### src/rtl/spi_ctrl_master.sv
// SPI initiator issuing one 16-bit register read/write frame (MSB first) per start.
// Supports all four CPOL/CPHA modes with an SCLK half-period of CLK_DIV enabled cycles.
module spi_ctrl_master #(
    parameter int CLK_DIV    = 4,
    parameter int ADDR_WIDTH = 4,
    parameter int REG_WIDTH  = 8
) (
    input  logic                  clk,
    input  logic                  rstb,
    input  logic                  ena,
    input  logic                  cpol,
    input  logic                  cpha,
    input  logic                  start,
    input  logic                  rw,
    input  logic [ADDR_WIDTH-1:0] addr,
    input  logic [REG_WIDTH-1:0]  wdata,
    output logic                  busy,
    output logic                  done,
    output logic [REG_WIDTH-1:0]  rdata,
    output logic                  spi_cs_n,
    output logic                  spi_clk,
    output logic                  spi_mosi,
    input  logic                  spi_miso
);
    localparam int CW = (CLK_DIV > 1) ? $clog2(CLK_DIV) : 1;
    localparam logic [CW-1:0] CNT_MAX = CW'(CLK_DIV - 1);

    typedef enum logic [2:0] {IDLE, SETUP, SHIFT, HOLD, GAP} state_t;

    state_t               state_q, state_d;
    logic [CW-1:0]        cnt_q, cnt_d;
    logic [5:0]           edge_q, edge_d, edge_nxt;
    logic [15:0]          tx_q, tx_d, frame;
    logic [REG_WIDTH-1:0] rx_q, rx_d, rdata_q, rdata_d;
    logic                 cpol_q, cpol_d, cpha_q, cpha_d, rw_q, rw_d;
    logic                 busy_q, busy_d, done_q, done_d;
    logic                 cs_n_q, cs_n_d, sclk_q, sclk_d, mosi_q, mosi_d;
    logic                 tick;

    always_comb begin
        state_d = state_q;
        cnt_d   = cnt_q;
        edge_d  = edge_q;
        tx_d    = tx_q;
        rx_d    = rx_q;
        cpol_d  = cpol_q;
        cpha_d  = cpha_q;
        rw_d    = rw_q;
        busy_d  = busy_q;
        done_d  = 1'b0;
        rdata_d = rdata_q;
        cs_n_d  = cs_n_q;
        sclk_d  = sclk_q;
        mosi_d  = mosi_q;

        frame = '0;
        frame[15] = rw;
        frame[8 +: ADDR_WIDTH] = addr;
        if (rw) frame[REG_WIDTH-1:0] = wdata;

        tick     = (cnt_q == CNT_MAX);
        edge_nxt = edge_q + 6'd1;

        if (state_q == IDLE) begin
            sclk_d = cpol;
            if (start) begin
                cpol_d  = cpol;
                cpha_d  = cpha;
                rw_d    = rw;
                busy_d  = 1'b1;
                cs_n_d  = 1'b0;
                cnt_d   = '0;
                edge_d  = '0;
                state_d = SETUP;
                // cpha=0 presents bit15 immediately; cpha=1 waits for the leading edge
                if (cpha) begin
                    mosi_d = 1'b0;
                    tx_d   = frame;
                end else begin
                    mosi_d = frame[15];
                    tx_d   = {frame[14:0], 1'b0};
                end
            end
        end else begin
            cnt_d = tick ? '0 : cnt_q + 1'b1;
            if (tick) begin
                edge_d = edge_nxt;
                case (state_q)
                    SETUP, SHIFT: begin
                        sclk_d = ~sclk_q;
                        // odd edges sample in cpha=0, even edges sample in cpha=1
                        if (edge_nxt[0] ^ cpha_q) begin
                            rx_d = {rx_q[REG_WIDTH-2:0], spi_miso};
                        end else if (cpha_q || edge_nxt <= 6'd30) begin
                            mosi_d = tx_q[15];
                            tx_d   = {tx_q[14:0], 1'b0};
                        end
                        state_d = (edge_nxt == 6'd32) ? HOLD : SHIFT;
                    end
                    HOLD: begin
                        cs_n_d  = 1'b1;
                        sclk_d  = cpol_q;
                        state_d = GAP;
                    end
                    default: begin
                        done_d  = 1'b1;
                        busy_d  = 1'b0;
                        state_d = IDLE;
                        if (!rw_q) rdata_d = rx_q;
                    end
                endcase
            end
        end
    end

    always_ff @(posedge clk or negedge rstb) begin
        if (!rstb) begin
            state_q <= IDLE;
            cnt_q   <= '0;
            edge_q  <= '0;
            tx_q    <= '0;
            rx_q    <= '0;
            cpol_q  <= 1'b0;
            cpha_q  <= 1'b0;
            rw_q    <= 1'b0;
            busy_q  <= 1'b0;
            done_q  <= 1'b0;
            rdata_q <= '0;
            cs_n_q  <= 1'b1;
            sclk_q  <= 1'b0;
            mosi_q  <= 1'b0;
        end else if (ena) begin
            state_q <= state_d;
            cnt_q   <= cnt_d;
            edge_q  <= edge_d;
            tx_q    <= tx_d;
            rx_q    <= rx_d;
            cpol_q  <= cpol_d;
            cpha_q  <= cpha_d;
            rw_q    <= rw_d;
            busy_q  <= busy_d;
            done_q  <= done_d;
            rdata_q <= rdata_d;
            cs_n_q  <= cs_n_d;
            sclk_q  <= sclk_d;
            mosi_q  <= mosi_d;
        end
    end

    assign busy     = busy_q;
    assign done     = done_q;
    assign rdata    = rdata_q;
    assign spi_cs_n = cs_n_q;
    assign spi_clk  = sclk_q;
    assign spi_mosi = mosi_q;
endmodule

### config.mk
export PLATFORM = sky130hd
export DESIGN_NAME = spi_ctrl_master
export DESIGN_NICKNAME = d
export VERILOG_FILES = /design/src/rtl/spi_ctrl_master.sv
export SDC_FILE = /design/constraint.sdc
export NUM_CORES = 1
export LEC_CHECK = 0
export BUFFER_PORTS_ARGS = -buffer_cell sky130_fd_sc_hd__buf_2
export CORE_UTILIZATION = 30
export DETAILED_ROUTE_END_ITERATION = 6
export SYNTH_ARGS = -nofsm -noshare
export SYNTH_HDL_FRONTEND = slang
export SYNTH_SLANG_ARGS = --single-unit
### constraint.sdc
create_clock -name clk -period 2.7 [get_ports clk]
set_clock_uncertainty 0.05 [all_clocks]
set_input_delay 0.405 -clock clk [delete_from_list [all_inputs] [get_ports clk]]
set_output_delay 0.405 -clock clk [all_outputs]
set_load 0.005 [all_outputs]
==> results_dict.tcl, run 1 <==
set metrics [dict create \
    clock_sinks 51 \
    finalWirelength_um 5502 \
    grt_pass1_vias 2042 \
    cts-buffers-inserted 5 \
    grt_pass1_wl_um 9873 \
    ctsHtreeMaxLevel 2 \
    drc 4 \
    p_leak_nw 1.458 \
    dr.pass1.iters 7 \
    fin_nets 302 \
    ys_seq_area_share_pct 46.58 \
    dieArea_mm2 0.009529 \
    area_delta_synth_final_pct 11.54 \
    grt_overflow_total 0 \
    ir_drop_uv 399.0 \
    total_power_mw 2.912 \
    cts.clk_slew.worst_paths_ps 100 \
    end_kind "flip-flop" \
    setup_tns_ps 0 \
    cts_tree "built" \
    post-dp-hpwl_um 3852 \
    fmax_mhz 455.7 \
    grt_max_degree 34 \
    postLayoutCellArea_mm2 0.003059 \
    cp_slowest_stage_delay_ps 490 \
    route.detailed.wl_per_inst_um 14.22 \
    root_buffer "clkbuf_8" \
    critical_path.startpoint "edge_q[0]$_DFFE_PN0P_" \
    cp_max_fo 14 \
    yosysWarnings 0 \
    antenna_left 0 \
    yosysMostFrequentCell "dfrtp_1" \
    cp.required_ps 2850 \
    gp_congestion 0.8497 \
    ys_seq_elements 51 \
    syn_inst 251 \
    hold_viol_final 18 \
    clock_latency_ps 310 \
    arrival_ps 2350 \
    violations "DRC, hold timing" \
    pwr_density_cell_mw_per_mm2 952.0 \
    async_flop_share_pct 100.0 \
    core-area_mm2 0.008806 \
    cts_hold_buf 0 \
    rsz0062_at_grt "false" \
    path_class "flip-flop to flip-flop" \
    synth.avg_cell_area_um2 10.93 \
    die_w_um 97.62 \
    via_per_inst 5.119 \
    yosys.area.top_type_share_pct 45.62 \
    syn_nets 275 \
    drv_slew 0 \
    whs_ps -15.93 \
    top_level_ports 33 \
    vias 1981 \
    path_cells "ha_1, nor4_1, nand3_1, o211ai_1, o21ai_4, buf_4, mux2_4" \
    rows 34 \
    regToRegStartpoint "edge_q[0]$_DFFE_PN0P_" \
    synth_edf_count 0 \
    maxCapViolations 0 \
    cts_resized 0 \
    cpMaxStageDelayCell "dfrtp_1" \
    worst_slew_pin_slew_ps 496.4 \
    portBuffers 32 \
    dieHeight_um 97.62 \
    antenna_found_initial 0 \
    place_area_mm2 0.002962 \
    track_usage_pct 12.59 \
    synthDistinctLibCells 43 \
    dr.first_iter.drc_count 119 \
    register_area_mm2 0.001277 \
    synth.area.top_cells "dfrtp_1, mux2_2, mux2i_1" \
    fill_cells 887 \
    initial_core_util_pct 31.15 \
    yosys-top-cells-count "dfrtp_1, nand2_1, mux2_2, mux2i_1" \
    synthFlopType "dfrtp_1" \
    outcome "complete, but fails checks" \
    final_cells 387 \
    yosys.area.top_type "dfrtp_1" \
    cts_buffer_depth 2 \
    finalCriticalPeriod_ps 2194 \
    drive_gt1_share_pct 29.75 \
    finalSetupViolations 0 \
    placedCellCount 379 \
    holdCritPathClass "input port to async pin" \
    cp-start-kind "flip-flop" \
    cts_setup_buffers 0 \
    syn-cell-area_mm2 0.002743 \
    finalCritPeriodShare_pct 81.28 \
    multi_input_area_mm2 0.001310 \
    antenna_cells 0 \
    slew_headroom_pct 66.87 \
]
==> final cells by class <==
class | instances | area share (%)
multi-input cells | 173 | 42.82
well taps | 108 | 4.417
flip-flops and latches | 51 | 41.76
clock buffers | 5 | 2.249
repair buffers | 38 | 6.708
clock inverters | 3 | 0.9407
inverters | 9 | 1.104
==> final timing paths <==
kind / end / slack, ps / cells past startpoint
min in group clk: rx_q[0]$_DFFE_PN0P_ / 280 / 2
setup / recovery: tx_q[8]$_DFFE_PN0P_ / 510 / 7
hold / removal: tx_q[14]$_DFFE_PN0P_ / -20 / 1
setup reg to reg: tx_q[8]$_DFFE_PN0P_ / 510 / 7
max in group asynchronous: cnt_q[1]$_DFFE_PN0P_ / 1990 / 2
hold reg to reg: spi_cs_n$_DFFE_PN1P_ / 420 / 2
==> power by group <==
group | leakage, nW | switching [mW] | internal (mW)
combinational | 0.742 | 0.605 | 0.572
clock | 0.0502 | 0.278 | 0.193
sequential | 0.666 | 0.258 | 1.01
==> cells by family (layout without fill, tap and decap cells) <==
kind of cell	count (synthesis)	in the layout	share of synthesized area (%)
compound gates	49	49	12.27
xor+xnor	3	3	0.9582
fa+ha+maj	4	4	1.825
buf+inv	27	55	5.657
flops	51	51	46.58
mux	44	44	18.61
simple gates	73	73	14.10
==> stage by stage <==
stage	worst slack, ps	utilization [%]	hold slack, ps
after global placement	536.2	33.63	331.6
final	505.5	34.74	-15.93
after global routing	357.7	34.74	17.56
after floorplan	700.6	-	59.41
after CTS	530.9	34.74	0.6790
after detailed placement	455.8	33.63	337.8
==> layer usage <==
metal / vias to the layer above / wire length (um) / GRT usage (%)
met5: - / 0 / 0
met4: 0 / 35 / 2.681
met3: 9 / 227 / 2.590
met2: 46 / 2625 / 20.68
met1: 979 / 2614 / 17.07
li1: 947 / - / -
==> critical path: cells and delay by family (launching register included) <==
kind,cells,cell delay (ps)
AO/OA/AOI/OAI,2,230
AND/OR/NAND/NOR,2,410
adder cells (fa/ha/maj),1,370
buffers and inverters,1,210
flip-flops,1,490
multiplexers,1,320
==> layout by cell type (no fill, tap or decap), types with 4 or more instances in the layout <==
cell | Yosys | routed
mux2i_1 | 15 | 15
clkbuf_8 | 0 | 5
nor2_1 | 14 | 14
dfrtp_1 | 50 | 50
mux2_2 | 20 | 20
nor3b_1 | 4 | 4
mux2_4 | 9 | 9
a22o_1 | 9 | 9
o21ai_0 | 14 | 14
inv_1 | 9 | 9
ha_1 | 4 | 4
buf_2 | 6 | 32
buf_4 | 2 | 6
nand3_1 | 6 | 6
a21oi_1 | 9 | 9
nand4_1 | 4 | 4
nand2_1 | 25 | 25
==> state kept, by name, indices dropped and copies added, names as in the netlist <==
name / cells
state_q: 3
spi_cs_n: 1
cpol_q: 1
edge_q: 6
spi_clk: 1
cpha_q: 1
rx_q: 8
done: 1
cnt_q: 2
busy: 1
spi_mosi: 1
rw_q: 1
rdata: 8
tx_q: 16
No activity file was read; power rests on OpenSTA's default activity.
==> run 2: changes to the inputs <==
clock period = 2.1 ns   (was 2.7 ns; I/O delays follow)
==> run 2 against run 1 <==
The flow finishes with violations (DRC); die area unchanged; count of clock-buffer cells in the layout unchanged; sequential power up 20%; design area up 5.7%; global-route usage down 0.32 points; hold slack better by 200 ps; register-to-register slack worse by 390 ps; total power up 37%; core utilization up 2.0 points; worst setup slack worse by 390 ps; critical path depth unchanged; critical path type unchanged; critical endpoint is now tx_q[7]$_DFFE_PN0P_; largest cell class unchanged; highest routed layer unchanged.
==> results_dict.tcl, run 2 (same netlist as run 1, synthesis figures left out) <==
set metrics [dict create \
    outcome "complete, but fails checks" \
    violations "DRC" \
    regToRegStartpoint "edge_q[0]$_DFFE_PN0P_" \
    cts_buffer_depth 2 \
    cp_max_fo 12 \
    cts-buffers-inserted 5 \
    clock_latency_ps 310 \
    fin_ws_ps 114.2 \
    wl_met3_um 181 \
    pre_cts_ws_ps -115.0 \
    cts.clk_slew.worst_paths_ps 100 \
    arrival_ps 2130 \
    grt_max_degree 34 \
    ir_drop_uv 568.9 \
    critical_path.startpoint "edge_q[0]$_DFFE_PN0P_" \
    antenna_left 0 \
    hold_viol_final 0 \
    top_layer "met4" \
    antenna_cells 0 \
    wl_met1_um 2761 \
    top_level_ports 33 \
    finalSetupViolations 0 \
    pwr_density_cell_mw_per_mm2 1238 \
    ctsHtreeMaxLevel 2 \
    clock_sinks 51 \
    dieArea_mm2 0.009529 \
    layout_common_cells "dfrtp_1, buf_2, nand2_1" \
    track_usage_pct 12.26 \
    fin_nets 317 \
    path_class "flip-flop to flip-flop" \
    worst_slew_pin_slew_ps 556.6 \
    portBuffers 32 \
    largest_register "tx_q" \
    wl_met2_um 2529 \
    dieHeight_um 97.62 \
    cp_slowest_stage_delay_ps 450 \
    core-area_mm2 0.008806 \
    dr.pass1.iters 6 \
    hp-start "cpol" \
    rsz0062_at_grt "false" \
    end_kind "flip-flop" \
    drive_gt1_share_pct 34.01 \
    cpMaxStageDelayCell "dfrtp_1" \
    path_cells "ha_4, nor4_2, nand3_1, o211ai_1, o21ai_4, buf_12, mux2_4" \
    fmax_mhz 503.6 \
    p_leak_nw 1.547 \
    root_buffer "clkbuf_8" \
    die_w_um 97.62 \
    finalCriticalPeriod_ps 1986 \
    finalWirelength_um 5515 \
    initial_core_util_pct 31.15 \
    gp_congestion 0.8778 \
    grt_overflow_total 0 \
    rows 34 \
    largest_reg_flops 16 \
    post-dp-hpwl_um 3916 \
    area_delta_synth_final_pct 17.88 \
    drv_slew 0 \
    via_per_inst 4.818 \
    cp.required_ps 2250 \
    finalCritPeriodShare_pct 94.56 \
    dr.first_iter.drc_count 111 \
    drc 4 \
    maxCapViolations 0 \
    grt_pass1_wl_um 9453 \
    layout_commonest_cell "dfrtp_1" \
    grt_pass1_vias 1944 \
    antenna_found_initial 0 \
    holdCritPathClass "input port to flip-flop" \
    cts_tree "built" \
    whs_ps 180.0 \
    vias 1937 \
    final_core_util_pct 36.71 \
    route.detailed.wl_per_inst_um 13.72 \
    cp-start-kind "flip-flop" \
    slew_headroom_pct 62.89 \
]
==> run 2: cell types whose count changed in the layout (fill, tap and decap cells not counted), sizes merged <==
cell         before  now
buf              38   52
dlygate4sd3       0    1
==> run 2: critical path: cells and delay by family (launching register included) <==
family / cells / cell delay [ps]
mux: 1 / 300
fa+ha+maj: 1 / 280
flops: 1 / 450
simple gates: 2 / 350
compound gates: 2 / 290
buf+inv: 1 / 160
==> run 2: path summary, 6_finish.rpt <==
check	to	slack, ps	depth (start not counted)
max in group asynchronous	edge_q[1]$_DFFE_PN0P_	970	3
worst min register to register	spi_cs_n$_DFFE_PN1P_	410	2
worst min-delay path	cpol_q$_DFFE_PN0P_	180	3
worst max register to register	tx_q[7]$_DFFE_PN0P_	110	7
worst max-delay path	tx_q[7]$_DFFE_PN0P_	110	7
min in group asynchronous	edge_q[2]$_DFFE_PN0P_	470	2
==> run 2: cell type report <==
cell class | instances | area [um^2]
clock buffer | 5 | 68.82
sequential | 51 | 1277
timing repair buffer | 53 | 357.8
fill | 866 | 5573
clock inverter | 3 | 28.78
multi-input combinational | 173 | 1331
inverter | 9 | 33.78
tap | 108 | 135.1
==> run 2: layer usage <==
metal / up-vias / global-route usage (%)
met4: 0 / 3.497
li1: 980 / -
met3: 5 / 2.230
met1: 923 / 16.99
met2: 29 / 19.53
met5: - / 0
==> run 2: stage by stage <==
stage	std cells	setup TNS (ps)	instance area (um^2)	total power [mW]
after floorplan	251	0	2743	2.869
after global placement	390	-102.2	3069	3.274
after detailed placement	390	-1042	3069	3.324
after CTS	402	0	3212	3.994
after global routing	402	0	3233	4.335
final	402	0	3233	4.002
==> run 2: what timing repair did <==
action / 4_1_cts / 5_1_grt
hold endpoints to repair: 20 / 0
setup endpoints to repair: 13 / 18
setup buffers: 3 / 0
pin swaps: 1 / 0
hold buffers: 1 / 0
gates resized for setup: 0 / 3
==> run 2: power breakdown <==
part / switching (mW) / total, mW / internal, mW
registers: 0.211 / 1.51 / 1.30
logic: 0.945 / 1.89 / 0.950
clock network: 0.352 / 0.599 / 0.247
total: 1.51 / 4.00 / 2.49
